--- src/rtl/tim_capture_mc.sv ---
// Multi-channel input-capture timer.
// Each channel has a synchroniser, an arming FSM, a saturating counter and a
// one-entry hold register. A fixed-priority arbiter merges the channel holds
// into one show-ahead capture FIFO with a valid/ready read port.

module tim_capture_ch #(
  parameter int CNT_W = 32
) (
  input  logic             Clk,
  input  logic             Reset_n,
  input  logic             in_i,
  input  logic             en_i,
  input  logic [2:0]       mode_i,
  input  logic             tick_i,
  input  logic             drain_i,
  input  logic             ovr_clr_i,
  output logic             hold_vld_o,
  output logic [CNT_W-1:0] hold_cnt_o,
  output logic             hold_edg_o,
  output logic             hold_sat_o,
  output logic             ovr_o
);
  typedef enum logic {UNARMED = 1'b0, ARMED = 1'b1} st_e;

  st_e              state_q, state_d;
  logic             s1_q, s2_q, prev_q;
  logic [2:0]       mode_q;
  logic [CNT_W-1:0] cnt_q, cnt_d;
  logic             hold_vld_q, hold_vld_d;
  logic [CNT_W-1:0] hold_cnt_q, hold_cnt_d;
  logic             hold_edg_q, hold_edg_d;
  logic             hold_sat_q, hold_sat_d;
  logic             ovr_q, ovr_d;
  logic             rise, fall, sat;
  logic             start_edge, end_edge, width_mode, mode_off, force_off;
  logic             cap, clr, ovr_set;

  assign rise = s2_q & ~prev_q;
  assign fall = ~s2_q & prev_q;
  assign sat  = &cnt_q;

  // Decode the registered mode into its arming edge and closing edge.
  always_comb begin
    start_edge = 1'b0;
    end_edge   = 1'b0;
    width_mode = 1'b0;
    mode_off   = 1'b0;
    case (mode_q)
      3'b001:  begin start_edge = rise;        end_edge = rise;        end
      3'b010:  begin start_edge = fall;        end_edge = fall;        end
      3'b011:  begin start_edge = rise | fall; end_edge = rise | fall; end
      3'b100:  begin start_edge = rise; end_edge = fall; width_mode = 1'b1; end
      3'b101:  begin start_edge = fall; end_edge = rise; width_mode = 1'b1; end
      default: mode_off = 1'b1;
    endcase
  end

  // A disabled channel, an off mode or a mode change this cycle disarms.
  assign force_off = ~en_i | (mode_i != mode_q) | mode_off;

  // Two-flop synchroniser, edge-history flop and registered mode copy.
  always_ff @(posedge Clk) begin
    if (!Reset_n) begin
      s1_q   <= 1'b0;
      s2_q   <= 1'b0;
      prev_q <= 1'b0;
      mode_q <= '0;
    end else begin
      s1_q   <= in_i;
      s2_q   <= s1_q;
      prev_q <= s2_q;
      mode_q <= mode_i;
    end
  end

  // FSM state register.
  always_ff @(posedge Clk) begin
    if (!Reset_n) state_q <= UNARMED;
    else          state_q <= state_d;
  end

  // FSM next state: arm on the start edge, width modes disarm on capture.
  always_comb begin
    state_d = state_q;
    if (force_off) begin
      state_d = UNARMED;
    end else begin
      case (state_q)
        UNARMED: if (start_edge) state_d = ARMED;
        ARMED:   if (end_edge && width_mode) state_d = UNARMED;
        default: state_d = UNARMED;
      endcase
    end
  end

  // FSM outputs: capture strobe and counter clear.
  always_comb begin
    cap = ~force_off & (state_q == ARMED) & end_edge;
    clr = force_off | cap | ((state_q == UNARMED) & start_edge);
  end

  // Saturating counter; a clear wins over a coincident tick.
  always_comb begin
    cnt_d = cnt_q;
    if (clr)                cnt_d = '0;
    else if (tick_i && !sat) cnt_d = cnt_q + CNT_W'(1);
  end

  // Hold register: a drain frees the slot for a same-cycle capture.
  always_comb begin
    hold_vld_d = hold_vld_q & ~drain_i;
    hold_cnt_d = hold_cnt_q;
    hold_edg_d = hold_edg_q;
    hold_sat_d = hold_sat_q;
    ovr_set    = cap & hold_vld_q & ~drain_i;
    if (cap && !ovr_set) begin
      hold_vld_d = 1'b1;
      hold_cnt_d = cnt_q;
      hold_edg_d = s2_q;
      hold_sat_d = sat;
    end
    ovr_d = ovr_set | (ovr_q & ~ovr_clr_i);
  end

  // Counter, hold and sticky overrun registers.
  always_ff @(posedge Clk) begin
    if (!Reset_n) begin
      cnt_q      <= '0;
      hold_vld_q <= 1'b0;
      hold_cnt_q <= '0;
      hold_edg_q <= 1'b0;
      hold_sat_q <= 1'b0;
      ovr_q      <= 1'b0;
    end else begin
      cnt_q      <= cnt_d;
      hold_vld_q <= hold_vld_d;
      hold_cnt_q <= hold_cnt_d;
      hold_edg_q <= hold_edg_d;
      hold_sat_q <= hold_sat_d;
      ovr_q      <= ovr_d;
    end
  end

  assign hold_vld_o = hold_vld_q;
  assign hold_cnt_o = hold_cnt_q;
  assign hold_edg_o = hold_edg_q;
  assign hold_sat_o = hold_sat_q;
  assign ovr_o      = ovr_q;
endmodule

module tim_capture_mc #(
  parameter int NUM_CH     = 4,
  parameter int CNT_W      = 32,
  parameter int FIFO_DEPTH = 8,
  parameter int CH_W       = (NUM_CH > 1) ? $clog2(NUM_CH) : 1
) (
  input  logic                        Clk,
  input  logic                        Reset_n,
  input  logic [NUM_CH-1:0]           Input_i,
  input  logic [NUM_CH-1:0]           Enable_i,
  input  logic [3*NUM_CH-1:0]         Mode_i,
  input  logic [31:0]                 Prescaler_i,
  input  logic                        Interrupt_Enable_i,
  input  logic                        Overrun_Clr_i,
  output logic                        Rd_Valid_o,
  input  logic                        Rd_Ready_i,
  output logic [CNT_W-1:0]            Rd_Count_o,
  output logic [CH_W-1:0]             Rd_Ch_o,
  output logic                        Rd_Edge_o,
  output logic                        Rd_Sat_o,
  output logic [$clog2(FIFO_DEPTH):0] Fifo_Level_o,
  output logic [NUM_CH-1:0]           Overrun_o,
  output logic                        Irq_o
);
  localparam int AW = $clog2(FIFO_DEPTH);
  localparam int LW = AW + 1;

  typedef struct packed {
    logic [CNT_W-1:0] cnt;
    logic [CH_W-1:0]  ch;
    logic             edg;
    logic             sat;
  } ent_t;

  logic [31:0]                   pcnt_q;
  logic                          tick;
  logic [NUM_CH-1:0]             hold_vld, hold_edg, hold_sat, drain;
  logic [NUM_CH-1:0][CNT_W-1:0]  hold_cnt;
  logic [CH_W-1:0]               gnt_idx;
  logic                          gnt_any, push, pop, full;
  ent_t                          push_ent, head;
  ent_t                          mem_q [FIFO_DEPTH];
  logic [AW-1:0]                 wr_q, rd_q;
  logic [LW-1:0]                 level_q;
  logic                          irq_q;

  assign tick = (pcnt_q >= Prescaler_i);

  // Free-running shared prescaler; wraps as soon as it reaches the divider.
  always_ff @(posedge Clk) begin
    if (!Reset_n) pcnt_q <= '0;
    else          pcnt_q <= tick ? '0 : pcnt_q + 32'd1;
  end

  for (genvar i = 0; i < NUM_CH; i++) begin : g_ch
    tim_capture_ch #(.CNT_W(CNT_W)) u_ch (
      .Clk        (Clk),
      .Reset_n    (Reset_n),
      .in_i       (Input_i[i]),
      .en_i       (Enable_i[i]),
      .mode_i     (Mode_i[3*i +: 3]),
      .tick_i     (tick),
      .drain_i    (drain[i]),
      .ovr_clr_i  (Overrun_Clr_i),
      .hold_vld_o (hold_vld[i]),
      .hold_cnt_o (hold_cnt[i]),
      .hold_edg_o (hold_edg[i]),
      .hold_sat_o (hold_sat[i]),
      .ovr_o      (Overrun_o[i])
    );
  end

  // Fixed priority: the lowest-index full hold wins.
  always_comb begin
    gnt_any = 1'b0;
    gnt_idx = '0;
    for (int i = NUM_CH - 1; i >= 0; i--) begin
      if (hold_vld[i]) begin
        gnt_any = 1'b1;
        gnt_idx = CH_W'(i);
      end
    end
  end

  assign full = (level_q == LW'(FIFO_DEPTH));
  assign pop  = Rd_Valid_o & Rd_Ready_i;
  assign push = gnt_any & (~full | pop);

  // One-hot drain back to the granted channel when its entry is accepted.
  always_comb begin
    drain = '0;
    for (int i = 0; i < NUM_CH; i++) drain[i] = push & (gnt_idx == CH_W'(i));
  end

  assign push_ent = '{cnt: hold_cnt[gnt_idx], ch: gnt_idx,
                      edg: hold_edg[gnt_idx], sat: hold_sat[gnt_idx]};

  // FIFO storage; contents are don't-care while the slot is not counted.
  always_ff @(posedge Clk) begin
    if (push) mem_q[wr_q] <= push_ent;
  end

  // FIFO pointers, occupancy and registered interrupt.
  always_ff @(posedge Clk) begin
    if (!Reset_n) begin
      wr_q    <= '0;
      rd_q    <= '0;
      level_q <= '0;
      irq_q   <= 1'b0;
    end else begin
      if (push) wr_q <= wr_q + AW'(1);
      if (pop)  rd_q <= rd_q + AW'(1);
      case ({push, pop})
        2'b10:   level_q <= level_q + LW'(1);
        2'b01:   level_q <= level_q - LW'(1);
        default: level_q <= level_q;
      endcase
      irq_q <= Interrupt_Enable_i & Rd_Valid_o;
    end
  end

  assign head         = mem_q[rd_q];
  assign Rd_Valid_o   = (level_q != '0);
  assign Rd_Count_o   = Rd_Valid_o ? head.cnt : '0;
  assign Rd_Ch_o      = Rd_Valid_o ? head.ch  : '0;
  assign Rd_Edge_o    = Rd_Valid_o & head.edg;
  assign Rd_Sat_o     = Rd_Valid_o & head.sat;
  assign Fifo_Level_o = level_q;
  assign Irq_o        = irq_q;
endmodule

--- config.mk ---
export PLATFORM = sky130hd
export DESIGN_NAME = tim_capture_mc
export DESIGN_NICKNAME = d
export VERILOG_FILES = /design/src/rtl/tim_capture_mc.sv
export SDC_FILE = /design/constraint.sdc
export NUM_CORES = 1
export LEC_CHECK = 0
export BUFFER_PORTS_ARGS = -buffer_cell sky130_fd_sc_hd__buf_2
export CORE_MARGIN = 2
export CORE_UTILIZATION = 56
export DETAILED_ROUTE_END_ITERATION = 12
export GPL_TIMING_DRIVEN = 1
export HOLD_SLACK_MARGIN = 0.05
export PLACE_DENSITY = 0.76
export REMOVE_ABC_BUFFERS = 1
export SLEW_MARGIN = 10
export SYNTH_ARGS = -nofsm -noshare
export SYNTH_HDL_FRONTEND = slang
export SYNTH_HIERARCHICAL = 1
export SYNTH_SLANG_ARGS = --single-unit
--- constraint.sdc ---
create_clock -name Clk -period 4.2 [get_ports Clk]
set_input_delay 0.21 -clock Clk [delete_from_list [all_inputs] [get_ports Clk]]
set_output_delay 0.21 -clock Clk [all_outputs]
set_load 0.01 [all_outputs]
==> results of run 1 <==
## through the flow
| stage | hold slack (ns) | instance area (um^2) | instances | total power (W) |
|---|---|---|---|---|
| 2_1_floorplan | 0.326 | 27800 | 2387 | 0.00664 |
| 3_3_place_gp | 0.418 | 29600 | 3199 | 0.00673 |
| 3_5_place_dp | 0.424 | 29600 | 3199 | 0.00674 |
| 4_1_cts | 0.103 | 31900 | 3339 | 0.0124 |
| 5_1_grt | 0.143 | 31900 | 3339 | 0.0126 |
| 6_report | 0.119 | 31900 | 3339 | 0.0123 |
## power groups by stage
stage | clock (W) | combinational (W) | sequential [W]
3_3_place_gp | 0 | 0.000167 | 0.00656
6_report | 0.00566 | 0.000195 | 0.00643
5_1_grt | 0.00599 | 0.000218 | 0.00643
2_1_floorplan | 0 | 0.0000784 | 0.00656
4_1_cts | 0.00576 | 0.000194 | 0.00643
3_5_place_dp | 0 | 0.000176 | 0.00656
## path summary, 6_finish.rpt
check	startpoint	end	slack, ns	depth (start not counted)
max	pcnt_q[15]	g_ch[3].u_ch/cnt_q[14]	0.35	11
min	Reset_n	g_ch[1].u_ch/hold_cnt_o[10]	0.12	3
max reg2reg	pcnt_q[15]	g_ch[3].u_ch/cnt_q[14]	0.35	11
min reg2reg	g_ch[3].u_ch/s1_q	g_ch[3].u_ch/s2_q	0.43	1
## worst max-delay path: cells and delay by family (launching register included)
kind	cells	cell delay [ns]
AO/OA/AOI/OAI	4	1.48
adder cells (fa/ha/maj)	1	0.32
buffers and inverters	1	0.19
flip-flops	1	0.37
AND/OR/NAND/NOR	5	1.39
## cell usage in the layout, fill, tap and decap left out, drive strengths merged, types with 28 or more instances in the layout
cell / n
a21oi: 92
a222oi: 34
and2: 46
and3: 28
buf: 140
clkbuf: 101
dfxtp: 346
edfxtp: 288
ha: 49
inv: 72
mux2i: 185
mux4: 72
nand2: 397
nand3: 73
nand4: 70
nor2: 152
nor3: 28
o21ai: 32
o31ai: 44
or4: 53
xnor2: 52
xor2: 45
## routing by layer
| metal | global-route usage [%] | share of wire [%] | vias up |
|---|---|---|---|
| met5 | 0 | 0.020 | - |
| met1 | 33.2 | 43 | 9865 |
| li1 | - | - | 9536 |
| met4 | 8.08 | 2.9 | 2 |
| met2 | 41.8 | 48 | 712 |
| met3 | 4.15 | 6.0 | 167 |
## repair_timing
action	CTS	global route
hold buffers	23	0
hold endpoints to repair	26	0
endpoints found under the setup margin	0	0
setup buffers	0	0
## flip-flops by register name (all words and copies together) (netlist names), 12 cells and up, named ones only
name and flops:
g_ch.u_ch/mode_q 12, g_ch.u_ch/hold_cnt_o 128, pcnt_q 32, g_ch.u_ch/cnt_q 128, mem_q 288
## cell type report
class,count,area [um^2]
fill,3879,18300
sequential,634,15600
multi-input combinational,1683,12100
clock buffer,101,1930
timing repair buffer,163,1060
tap,672,841
inverter,70,265
clock inverter,16,169
## kinds of logic (layout without fill, tap and decap cells)
family                   Yosys count  count (layout)  synth area share [%]
AO/OA/AOI/OAI                    287             287                  6.96
XOR/XNOR                          97              97                  2.98
adder cells (fa/ha/maj)           50              50                  2.22
buffers and inverters            222             350                  3.49
flip-flops                       634             634                  54.6
multiplexers                     257             257                  12.2
AND/OR/NAND/NOR                  992             992                  17.6
==> impl_metrics.json, run 1 <==
{
  "synth_area_leaders": "edfxtp_1, dfxtp_1, mux2i_1",
  "fin_util_pct": 63.5,
  "endpoint_kind": "flip-flop",
  "max_stage_delay_ns": 0.61,
  "synth_top_area_share_pct": 30.3,
  "slew_violations": 0,
  "worst-slew-pin-transition_ns": 1.26,
  "yosysWarnings": 6,
  "cpMaxStageDelayCell": "o21ai_4",
  "switching_share_pct": 20.2,
  "via_count": 20282,
  "grt.total_usage_pct": 24.9,
  "wl_per_cell_um": 19.9,
  "seqPwrFrac_pct": 52.3,
  "cts_resized": 0,
  "cp-start-kind": "flip-flop",
  "drc": 0,
  "status": "complete, no violations",
  "coreArea_um2": 50300,
  "yosysSeqAreaShare_pct": 54.6,
  "insertedDiodeCount": 0,
  "clock_skew_ns": 0.0275,
  "cp.required_ns": 4.72,
  "critPathKind": "flip-flop to flip-flop",
  "syn_inst": 2539,
  "grt_pass1_wl_mm": 106,
  "nets": 2726,
  "hold_class": "input pin to flip-flop",
  "vias_per_cell": 6.07,
  "synth.most_common_cell": "nand2_1",
  "clkPwrFrac_pct": 46.1,
  "start_util_pct": 56.8,
  "drtPass1Iterations": 10,
  "gp_congestion": 0.927,
  "antenna_found_initial": 1,
  "rsz0062_at_grt": "no",
  "power.share.combinational_pct": 1.6,
  "max_freq_ghz": 0.260,
  "grt_pass1_vias": 19766,
  "die_w_um": 230,
  "powerDensity_nw_per_um2": 385,
  "pre_cts_ws_ns": 0.507,
  "clk_pin_slew_ns": 0.06,
  "p_leak_nw": 10.8,
  "synth_area_um2": 28500,
  "clkLatencyLatePin_ns": 0.61,
  "die_area_um2": 52800,
  "path_common_cell": "nor3_1",
  "maxCapViolations": 0,
  "min_period_ns": 3.85,
  "grt_overflow": 0,
  "synth_cell_types": 65,
  "syn_area_per_cell_um2": 11.2,
  "hold_viol": 0,
  "synthTopCellsByCount": "nand2_1, dfxtp_1, edfxtp_1",
  "crit_chain": "ha_1 > and4_1 > nand2_1 > a2111oi_0 > nor3_1 > o21ai_4 > inv_1 > nor3_1 > o21ai_0 > or4_1 > a21oi_1",
  "clock_sinks": 634,
  "yosys.area.top_type": "edfxtp_1",
  "setup_ws_ns": 0.353,
  "synthArstFlopShare_pct": 0,
  "clock_path_buffers": 3,
  "ios": 103,
  "synth_flop_cell": "dfxtp_1",
  "worstPathArrival_ns": 4.36,
  "row_count": 82,
  "setup-tns-final_ns": 0,
  "cts_buffers": 67,
  "grt_max_degree": 172,
  "synth-edff-count": 288,
  "wl_mm": 66.4,
  "power.switching_w": 0.00249,
  "ant_nets": 0,
  "syn2layout_area_growth_pct": 11.9,
  "die_y_um": 230,
  "dp_hpwl_mm": 43.3,
  "tritoncts": "built",
  "max_slew_margin_pct": 15.5,
  "h-tree-depth": 3,
  "cts_root_buffer": "clkbuf_16",
  "first_iter_violations": 1943,
  "p_int_w": 0.00980,
  "drive_above_1_share_pct": 14.1,
  "period_share_pct": 91.6,
  "peakVddDrop_v": 0.000331,
  "port_buffers": 102,
  "ys_ff_latch": 634,
  "crit_fanout": 15,
  "setup_violations": 0
}
Note: power is estimated with default switching activity, not from simulation.
==> run 2, diff against run 1 <==
Settings changed: CORE_MARGIN 2 to 10.
==> run 2 against run 1 <==
Against the previous run: first-iteration DRC count is 1.6% lower; routed wire length is 4.1% higher; via count is 0.69% higher; cell area is 0.57% higher; highest routed layer is now met4.
==> impl_metrics.json, run 2 (synthesized netlist as in run 1, its figures left out) <==
{
  "die_w_um": 246,
  "crit_end": "g_ch[3].u_ch/cnt_q[14]",
  "dp_hpwl_mm": 45.0,
  "dr_wl_met2_mm": 34.0,
  "grt.total_usage_pct": 22.5,
  "crit_fanout": 13,
  "wl_per_cell_um": 20.7,
  "die_y_um": 246,
  "grt_overflow": 0,
  "r2r-start": "pcnt_q[14]",
  "power_w": 0.0127,
  "wl_mm": 69.1,
  "insertedDiodeCount": 0,
  "period_share_pct": 91.3,
  "syn2layout_area_growth_pct": 12.5,
  "worstPathArrival_ns": 4.37,
  "hold_class": "input pin to flip-flop",
  "status": "complete, no violations",
  "rsz0062_at_grt": "no",
  "cpMaxStageDelayCell": "o21ai_4",
  "clock_sinks": 634,
  "cts_root_buffer": "clkbuf_16",
  "grt_pass1_wl_mm": 110,
  "ios": 103,
  "setup-tns-final_ns": 0,
  "top_register": "mem_q",
  "layout_commonest_cell": "nand2_1",
  "via_count": 20422,
  "reg2reg_depth": 11,
  "clock_skew_ns": 0.0190,
  "place_area_um2": 29600,
  "first_iter_violations": 1911,
  "max_freq_ghz": 0.261,
  "cts_buffers": 67,
  "rrSetupSlack_ns": 0.37,
  "fill_cells": 3786,
  "largest_register_ffs": 288,
  "h-tree-depth": 3,
  "slew_violations": 0,
  "clkLatencyLatePin_ns": 0.61,
  "tritoncts": "built",
  "die_area_um2": 60400,
  "worst-slew-pin-transition_ns": 1.24,
  "seqCellArea_um2": 15600,
  "grt_max_degree": 239,
  "max_stage_delay_ns": 0.59,
  "top_layer": "met4",
  "antenna_found_initial": 0,
  "final_cell_mix": "nand2_1, dfxtp_1, edfxtp_1",
  "clk_pin_slew_ns": 0.06,
  "path_common_cell": "nor3_1",
  "start_util_pct": 56.8,
  "drive_above_1_share_pct": 14.5,
  "critPathKind": "flip-flop to flip-flop",
  "drtPass1Iterations": 6,
  "coreArea_um2": 50300,
  "startpoint": "pcnt_q[14]",
  "p_leak_nw": 10.9,
  "crit_chain": "ha_1 > and4_1 > nand2_1 > a2111oi_0 > nor3_1 > o21ai_4 > inv_1 > nor3_1 > o21ai_0 > or4_1 > a21oi_1",
  "endpoint_kind": "flip-flop",
  "port_buffers": 102,
  "drc": 0,
  "clock_path_buffers": 3,
  "max_slew_margin_pct": 16.3,
  "min_period_ns": 3.83,
  "gp_congestion": 0.907,
  "vias_per_cell": 6.10,
  "maxCapViolations": 0,
  "row_count": 82,
  "final_area_um2": 32100,
  "rr_endpoint": "g_ch[3].u_ch/cnt_q[14]",
  "ant_nets": 0,
  "hold_viol": 0,
  "peakVddDrop_v": 0.000251,
  "met1Wirelength_mm": 29.7,
  "hp-start": "Input_i[2]",
  "nets": 2727,
  "grt_pass1_vias": 20159,
  "cp.required_ns": 4.74,
  "setup_violations": 0,
  "wl_met3_mm": 4.07,
  "multiInputGateArea_um2": 12100,
  "powerDensity_nw_per_um2": 394,
  "cp-start-kind": "flip-flop"
}
==> run 2: what timing repair did <==
| action | CTS | global route |
|---|---|---|
| setup buffers | 0 | 0 |
| endpoints found under the hold margin | 30 | 0 |
| hold buffers | 24 | 0 |
| gates resized for setup | 0 | 0 |
| setup endpoints to repair | 0 | 0 |
==> run 2: stage by stage <==
step           hold slack (ns)  setup WS, ns  utilization (%)  std cells
2_1_floorplan            0.326         -2.15                -       2387
3_3_place_gp             0.420         0.681             58.9       3199
3_5_place_dp             0.424         0.512             58.9       3199
4_1_cts                  0.324         0.453             63.9       3346
5_1_grt                  0.349        0.0933             63.9       3346
6_report                 0.338         0.367             63.9       3346
==> run 2: cell type report <==
| type | count | area share, % |
|---|---|---|
| Clock buffer | 89 | 5.80 |
| Clock inverter | 34 | 1.22 |
| Inverter | 70 | 0.826 |
| Multi-Input combinational cell | 1683 | 37.7 |
| Sequential cell | 634 | 48.5 |
| Tap cell | 672 | 2.62 |
| Timing Repair Buffer | 164 | 3.37 |
==> run 2: worst min path at each step <==
stage / endpoint / slack (ns) / depth (start not counted)
final: g_ch[2].u_ch/s1_q / 0.34 / 3
after global routing: g_ch[0].u_ch/s1_q / 0.35 / 3
after CTS: g_ch[2].u_ch/s1_q / 0.32 / 3
after detailed placement: g_ch[0].u_ch/s1_q / 0.42 / 2
after global placement: g_ch[3].u_ch/s2_q / 0.42 / 1
after floorplan: g_ch[0].u_ch/prev_q / 0.33 / 2
==> run 2: metal layers <==
layer	vias up	GRT usage, %
met5	-	0
met4	0	5.74
met3	109	3.64
met2	662	38.1
met1	10115	29.6
li1	9536	-
==> run 2: report_power, final <==
part	leakage [nW]	switching, W	internal, W
combinational	4.01	0.000112	0.0000829
sequential	5.74	0.0000205	0.00641
clock	1.11	0.00249	0.00354
total	10.9	0.00262	0.0100
==> run 2: critical path, delay by kind of cell, from the launching register on <==
| kind | cells | cell delay (ns) |
|---|---|---|
| adder cells (fa/ha/maj) | 1 | 0.33 |
| flip-flops | 1 | 0.34 |
| AND/OR/NAND/NOR | 5 | 1.41 |
| AO/OA/AOI/OAI | 4 | 1.46 |
| buffers and inverters | 1 | 0.18 |
